**config.mk**
```make
export PLATFORM = sky130hd
export DESIGN_NAME = imm_ext_arbiter_flat
export DESIGN_NICKNAME = d
export VERILOG_FILES = /design/src/rtl/imm_ext_arbiter_if.sv /design/src/rtl/imm_ext_arbiter.sv /design/src/flat_wrapper.sv
export SDC_FILE = /design/constraint.sdc
export NUM_CORES = 1
export LEC_CHECK = 0
export ABC_AREA = 1
export BUFFER_PORTS_ARGS = -buffer_cell sky130_fd_sc_hd__buf_2
export CAP_MARGIN = 30
export CORE_MARGIN = 5
export CORE_UTILIZATION = 30
export CTS_CLUSTER_DIAMETER = 40
export DETAILED_ROUTE_END_ITERATION = 10
export GPL_TIMING_DRIVEN = 0
export PLACE_DENSITY = 0.7
export SKIP_CTS_REPAIR_TIMING = 1
export SLEW_MARGIN = 20
export SYNTH_ARGS = -nofsm -noshare
export SYNTH_HDL_FRONTEND = slang
export SYNTH_SLANG_ARGS = --single-unit
export TNS_END_PERCENT = 50
```
**constraint.sdc**
```tcl
create_clock -name clk -period 1.2 [get_ports clk]
set_input_delay 0.06 -clock clk [delete_from_list [all_inputs] [get_ports clk]]
set_output_delay 0.06 -clock clk [all_outputs]
set_load 0.005 [all_outputs]
```
**src/rtl/imm_ext_arbiter_if.sv**
```systemverilog
// Requester/consumer bundle for the two-input immediate-extension arbiter.
// Optional ZERO_EXT_IMM_EN adds per-requester zero-extension selects.
interface imm_ext_arbiter_if;
  logic        req0Valid;
  logic        req1Valid;
  logic [12:0] req0Imm;
  logic [12:0] req1Imm;
  logic        req0Ready;
  logic        req1Ready;
  logic        outValid;
  logic [31:0] outData;
  logic        outId;
  logic        outReady;
`ifdef ZERO_EXT_IMM_EN
  logic        req0Zext;
  logic        req1Zext;
`endif

  modport master (
    output req0Valid, req1Valid, req0Imm, req1Imm, outReady,
`ifdef ZERO_EXT_IMM_EN
    output req0Zext, req1Zext,
`endif
    input  req0Ready, req1Ready, outValid, outData, outId
  );

  modport slave (
    input  req0Valid, req1Valid, req0Imm, req1Imm, outReady,
`ifdef ZERO_EXT_IMM_EN
    input  req0Zext, req1Zext,
`endif
    output req0Ready, req1Ready, outValid, outData, outId
  );
endinterface

```
**src/rtl/imm_ext_arbiter.sv**
```systemverilog
// Two-requester round-robin arbiter feeding a one-entry output stage that sign-extends
// a 13-bit immediate to 32 bits. Define ZERO_EXT_IMM_EN to allow per-request zero extension.
module imm_ext_arbiter #(
  parameter int unsigned PRIO_INIT = 0
) (
  input logic              clk,
  input logic              rst_n,
  imm_ext_arbiter_if.slave bus
);
  localparam int DATA_W = 32;
  localparam int IMM_W  = 13;

  typedef enum logic {EMPTY = 1'b0, FULL = 1'b1} state_t;

  state_t                   state;
  logic                     prioPtr;
  logic                     acceptOk;
  logic                     grant0;
  logic                     grant1;
  logic signed [IMM_W-1:0]  immSel_p0;
  logic signed [DATA_W-1:0] extData_p0;
`ifdef ZERO_EXT_IMM_EN
  logic                     zextSel_p0;
`endif

  function automatic logic signed [DATA_W-1:0] signExt(input logic signed [IMM_W-1:0] imm);
    return {{(DATA_W-IMM_W){imm[IMM_W-1]}}, imm};
  endfunction

`ifdef ZERO_EXT_IMM_EN
  function automatic logic signed [DATA_W-1:0] zeroExt(input logic signed [IMM_W-1:0] imm);
    return {{(DATA_W-IMM_W){1'b0}}, imm};
  endfunction
`endif

  // Grant decision: readies never look at the immediates, only at valids, pointer and stage.
  always_comb begin
    acceptOk = rst_n && ((state == EMPTY) || bus.outReady);
    grant0   = acceptOk && bus.req0Valid && (!bus.req1Valid || (prioPtr == 1'b0));
    grant1   = acceptOk && bus.req1Valid && (!bus.req0Valid || (prioPtr == 1'b1));
    immSel_p0 = grant1 ? bus.req1Imm : bus.req0Imm;
`ifdef ZERO_EXT_IMM_EN
    zextSel_p0 = grant1 ? bus.req1Zext : bus.req0Zext;
    extData_p0 = zextSel_p0 ? zeroExt(immSel_p0) : signExt(immSel_p0);
`else
    extData_p0 = signExt(immSel_p0);
`endif
  end

  assign bus.req0Ready = grant0;
  assign bus.req1Ready = grant1;

  // Output stage: a grant always (re)loads, so drain-and-refill costs no bubble.
  always_ff @(posedge clk or negedge rst_n) begin
    if (!rst_n) begin
      state        <= EMPTY;
      bus.outValid <= 1'b0;
      bus.outData  <= '0;
      bus.outId    <= 1'b0;
      prioPtr      <= 1'(PRIO_INIT);
    end else begin
      if (grant0 || grant1) begin
        state        <= FULL;
        bus.outValid <= 1'b1;
        bus.outData  <= extData_p0;
        bus.outId    <= grant1;
        prioPtr      <= grant0;
      end else if ((state == FULL) && bus.outReady) begin
        state        <= EMPTY;
        bus.outValid <= 1'b0;
      end
    end
  end
endmodule

```
**src/flat_wrapper.sv**
```systemverilog
// flat-port wrapper written by rule: the top's interface ports become plain ports
module imm_ext_arbiter_flat 
#(
  parameter int unsigned PRIO_INIT = 0
)
  (clk, rst_n, bus_req0Valid, bus_req1Valid, bus_req0Imm, bus_req1Imm, bus_outReady, bus_req0Ready, bus_req1Ready, bus_outValid, bus_outData, bus_outId);
  imm_ext_arbiter_if bus_i ();
  input logic clk;
  input logic rst_n;
  input wire logic [$bits(bus_i.req0Valid)-1:0] bus_req0Valid;
  input wire logic [$bits(bus_i.req1Valid)-1:0] bus_req1Valid;
  input wire logic [$bits(bus_i.req0Imm)-1:0] bus_req0Imm;
  input wire logic [$bits(bus_i.req1Imm)-1:0] bus_req1Imm;
  input wire logic [$bits(bus_i.outReady)-1:0] bus_outReady;
  output wire logic [$bits(bus_i.req0Ready)-1:0] bus_req0Ready;
  output wire logic [$bits(bus_i.req1Ready)-1:0] bus_req1Ready;
  output wire logic [$bits(bus_i.outValid)-1:0] bus_outValid;
  output wire logic [$bits(bus_i.outData)-1:0] bus_outData;
  output wire logic [$bits(bus_i.outId)-1:0] bus_outId;
  assign bus_i.req0Valid = bus_req0Valid;
  assign bus_i.req1Valid = bus_req1Valid;
  assign bus_i.req0Imm = bus_req0Imm;
  assign bus_i.req1Imm = bus_req1Imm;
  assign bus_i.outReady = bus_outReady;
  assign bus_req0Ready = bus_i.req0Ready;
  assign bus_req1Ready = bus_i.req1Ready;
  assign bus_outValid = bus_i.outValid;
  assign bus_outData = bus_i.outData;
  assign bus_outId = bus_i.outId;
  imm_ext_arbiter #(.PRIO_INIT(PRIO_INIT)) u_core (.clk(clk), .rst_n(rst_n), .bus(bus_i));
endmodule
```
# Word-level counts from Yosys, hierarchy flattened
# Index checks and enable logic that the tools add are counted.
classes:
  reduce_logical: 13
  bitwise: 2
  n_mux: 3
op_table:
  columns: ["cell", "n"]
  rows:
  - ["13-bit two-way mux", 1]
  - ["1-bit logical AND", 6]
  - ["1-bit logical OR", 4]
  - ["1-bit zero test", 2]
  - ["1-bit two-way mux", 2]
  - ["1-bit inverter", 2]
  - ["2-bit nonzero test", 1]
totals:
  register_bits: 16
  in_bits: 31
  elab_cells: 22
  out_inout_bits: 36

# Depth between registers and ports, before layout
depth:
  depth_word: 7
  ltp_mapped: 9
  depth_no_buf: 8

# Worst setup path before layout
# OpenSTA, ideal clock, no wires.
synth_path:
  path_type: "reg2reg"
  start: "register u_core.bus.outValid (netlist name)"
  end: "register u_core.bus.outData[2]"
  slack_ns: 0.062
  t_required_ns: 1.083
  path_stages_with_launch: 8
  path_buffers: 1
  synth_period_minus_slack_ns: 1.138
  setup_ns: 0.117
  arrival_ns: 1.021
  cell_sequence: "dfrtp_1 > nand2_1 > nand2_2 > a21oi_4 > inv_2 > buf_6 > nand2_1 > nand2_1"
synth_rtl:
  columns: ["item", "line", "text"]
  rows:
  - ["end signal, assigned", "imm_ext_arbiter.sv:65", "bus.outData <= extData_p0;"]
  - ["end, declared", "imm_ext_arbiter_if.sv:32", "output req0Ready, req1Ready, outValid, outData, outId"]

# Final worst setup path
layout_path:
  start: "register u_core.prioPtr"
  end: "register u_core.bus.outData[9]"
layout_between:
  elab_chain_cells: 4
  elab_cells_between_ends: 7
  cone_classes: "mux: 1; bitwise: 1; reduce/logical: 5"
layout_rtl:
  columns: ["item", "line", "text"]
  rows:
  - ["start, declared", "imm_ext_arbiter.sv:16", "logic prioPtr;"]
  - ["start signal, assigned", "imm_ext_arbiter.sv:60", "prioPtr <= 1'(PRIO_INIT);"]
  - ["start signal, assigned", "imm_ext_arbiter.sv:67", "prioPtr <= grant0;"]
  - ["1-bit inverter", "imm_ext_arbiter.sv:39", "grant0 = acceptOk && bus.req0Valid && (!bus.req1Valid || (prioPtr == 1'b0));"]
  - ["1-bit logical OR", "imm_ext_arbiter.sv:39", null]
  - ["1-bit logical AND", "imm_ext_arbiter.sv:39", null]
  - ["1-bit logical OR", "imm_ext_arbiter.sv:62", "if (grant0 || grant1) begin"]
# Several ways; a longest one is shown, not always the timed one.
# A chain may end at the register's enable or synchronous reset.

==> impl_results.md <==
- Run status: complete, but fails checks
- Failing checks: setup timing
- Most congested layer reported by global routing: met2
- Number of search-and-repair iterations in the first detailed-routing pass: 4
- Relative slew margins: 48.4%
- Insertion delay of the later-clocked pin in the worst-skew pair: 0.28 ns
- Final Max Slew Viols: 0
- Peak supply drop: 0.638 mV
- DP Cell Count: 263
- Slew at the pin with the worst max-slew slack: 0.771 ns
- Final cycle utilization of the critical path: 107%
- Fin worst setup slack: -0.0826 ns
- Max frequency: 780 MHz
- Worst Path Arrival: 1.47 ns
- Total negative slack: -0.884 ns
- Required time of the worst setup path: 1.38 ns
- HP Class: input pin to flip-flop
- Total number of vias: 1117
- Fin cells: 275
- MaxCap Viol Count: 0
- Number of distinct standard cells referenced by the synthesized netlist: 12
- Mean Syn Cell Area: 7.04 um2
- RePlAce Congestion: 0.752
- DRT antenna net count: 0
- Kind of critical path: flip-flop to flip-flop
- Final setup violating endpoints: 15
- Total length of routed wires: 2850 um
- Initial antenna violation count: 0
- Worst r2r src: u_core.prioPtr$_DFFE_PN0P_
- Placeable core area: 3390 um2
- Congestion Overflow GR: 0
- CTS Root Cell: clkbuf_4
- Via count of the first global-routing pass: 1007
- Critical Path Source Type: flip-flop
- Post-DP HPWL: 2190 um
- Final net count: 261
- Average wire per standard cell: 10.4 um
- Met2 Usage GRT: 18.9%
- Startpoint of the worst setup timing path: u_core.prioPtr$_DFFE_PN0P_
- Seq/Total Area, Yosys: 37.6%
- Netlist area before placement: 1060 um2
- # diodes: 0
- YS warnings: 0
- Static Leak: 1.04 nW
- Clock skew: 0.000956 ns
- Number of synthesized register bits: 16
- Die span in x: 69.5 um
- Met1 GRT Util: 14.1%
- Grt met3 use: 3.19%
- Type of element capturing the critical path: flip-flop
- Number of top-level pins: 67
- Area Growth Syn to Fin: 54.9%
- Drt drc: 0
- Via density per instance: 4.06
- Minimum clock period: 1.28 ns
- Post-synthesis net count: 182
- Longest Clk Path Bufs: 2
- Full die area: 4840 um2
- Hold wc startpoint: bus_outReady
- Total CTS buffers: 3
- Final cell area excluding filler cells: 1650 um2
- Count of mapped cells out of synthesis: 151
- Number of sinks driven by the clock tree: 16
- PwrDens: 1420 nW/um2
- Total Routing Usage GR: 11.4%
- Starting density of the core: 31.4%
- Row Count: 21
- Setup repair after global routing missed its margin: true
- Crit path max fanout: 7
- Largest cells by area after synthesis: dfrtp_1 38%, nand2_1 16%, buf_4 15%, nand3_1 12%, inv_1 9.9%
- Number of H-tree levels: 1
- Library cell occupying the most area in the post-synthesis netlist: dfrtp_1
- Wire length of the first global-routing pass: 4640 um
- Layout cell share with drive strength beyond 1: 55.5%
- Clock-pin slew reported for the worst setup and hold paths after clock tree synthesis: 0.10 ns
- Number of failing hold endpoints at the final stage: 0
- CTS tree: built
- Post-Place Cell Area: 1450 um2
- Pin count of the biggest net entering global routing: 22
- Utilization of the core after routing: 48.6%
- Number of buffer cells added on primary ports: 66
- Chip height: 69.5 um
- Proportion of netlist area held by the largest area contributor: 37.6%
- Detailed router's first-iteration violation count: 17
## Yosys cell counts
| master | number |
|---|---|
| a21oi_4 | 2 |
| buf_2 | 2 |
| buf_4 | 21 |
| buf_6 | 1 |
| dfrtp_1 | 16 |
| inv_1 | 28 |
| inv_2 | 3 |
| nand2_1 | 46 |
| nand2_2 | 3 |
| nand3_1 | 26 |
| nor2_1 | 2 |
| o22ai_1 | 1 |
## sequential cells by signal, indices dropped and copies added, names as in the netlist
name                 count
u_core.bus.outData      13
u_core.bus.outValid      1
u_core.prioPtr           1
u_core.bus.outId         1
## where the power goes
group	leakage [nW]	switching [mW]	internal, mW	total (mW)
clock	0.0210	0.177	0.184	0.361
sequential	0.194	0.143	0.689	0.832
combinational	0.822	0.477	0.677	1.15
total	1.04	0.797	1.55	2.35
## cell usage in the layout, fill, tap and decap left out, types with 2 or more instances in the layout
cell      synthesis  routed
nand3_1          26      26
inv_4             0       2
inv_1            28      28
buf_2             2      66
clkbuf_4          0       5
buf_6             1       2
nand2_4           0       3
buf_4            21      25
a21oi_4           2       2
nor2_1            2       2
nand2_1          46      29
nand2_2           3      17
dfrtp_1          16      15
## per-stage QoR
step / total power, mW / worst slack, ns / hold WS (ns)
global placement: 1.84 / -0.132 / 0.00739
global route: 2.54 / -0.140 / 0.0683
CTS: 2.22 / -0.190 / -0.308
finish: 2.35 / -0.0826 / 0.0568
detailed placement: 1.86 / -0.147 / 0.00923
floorplan: 1.40 / 0.0616 / -0.236
## routing by layer
layer,share of wire [%],wire (um)
met4,0.81,23
met5,0,0
met3,7.3,209
met2,49,1400
met1,43,1220
## critical path: stages, from the launching register on
cell and delay [ns]:
dfrtp_1 0.38, inv_2 0.07, nand2_2 0.06, nand2_2 0.07, a21oi_4 0.25, inv_4 0.09, clkbuf_16 0.17, nand2_2 0.05
nand2_1 0.04
## path summary, 6_finish.rpt
kind | to | slack, ns | cells past startpoint
worst max-delay path | u_core.bus.outData[9]$_DFFE_PN0P_ | -0.08 | 8
worst min-delay path | u_core.bus.outValid$_DFFE_PN0P_ | 0.06 | 4
worst max register to register | u_core.bus.outData[9]$_DFFE_PN0P_ | -0.08 | 8
worst min register to register | u_core.bus.outData[2]$_DFFE_PN0P_ | 0.49 | 2
max in group asynchronous | u_core.bus.outData[12]$_DFFE_PN0P_ | 0.24 | 2
min in group asynchronous | u_core.bus.outData[6]$_DFFE_PN0P_ | 0.44 | 2
## logic make-up after synthesis
logic type	count (synthesis)	synth area share, %
AND/OR/NAND/NOR	77	30.9
buffers and inverters	55	27.8
flip-flops	16	37.6
AO/OA/AOI/OAI	3	3.65
## layout make-up
cell class / count / area (um2)
Sequential cell: 16 / 402
Fill cell: 329 / 1740
Tap cell: 46 / 57.6
Multi-Input combinational cell: 80 / 425
Clock buffer: 4 / 36.3
Timing Repair Buffer: 74 / 410
Inverter: 31 / 121
Buffer: 24 / 195
Note: power is estimated with default switching activity, not from simulation.
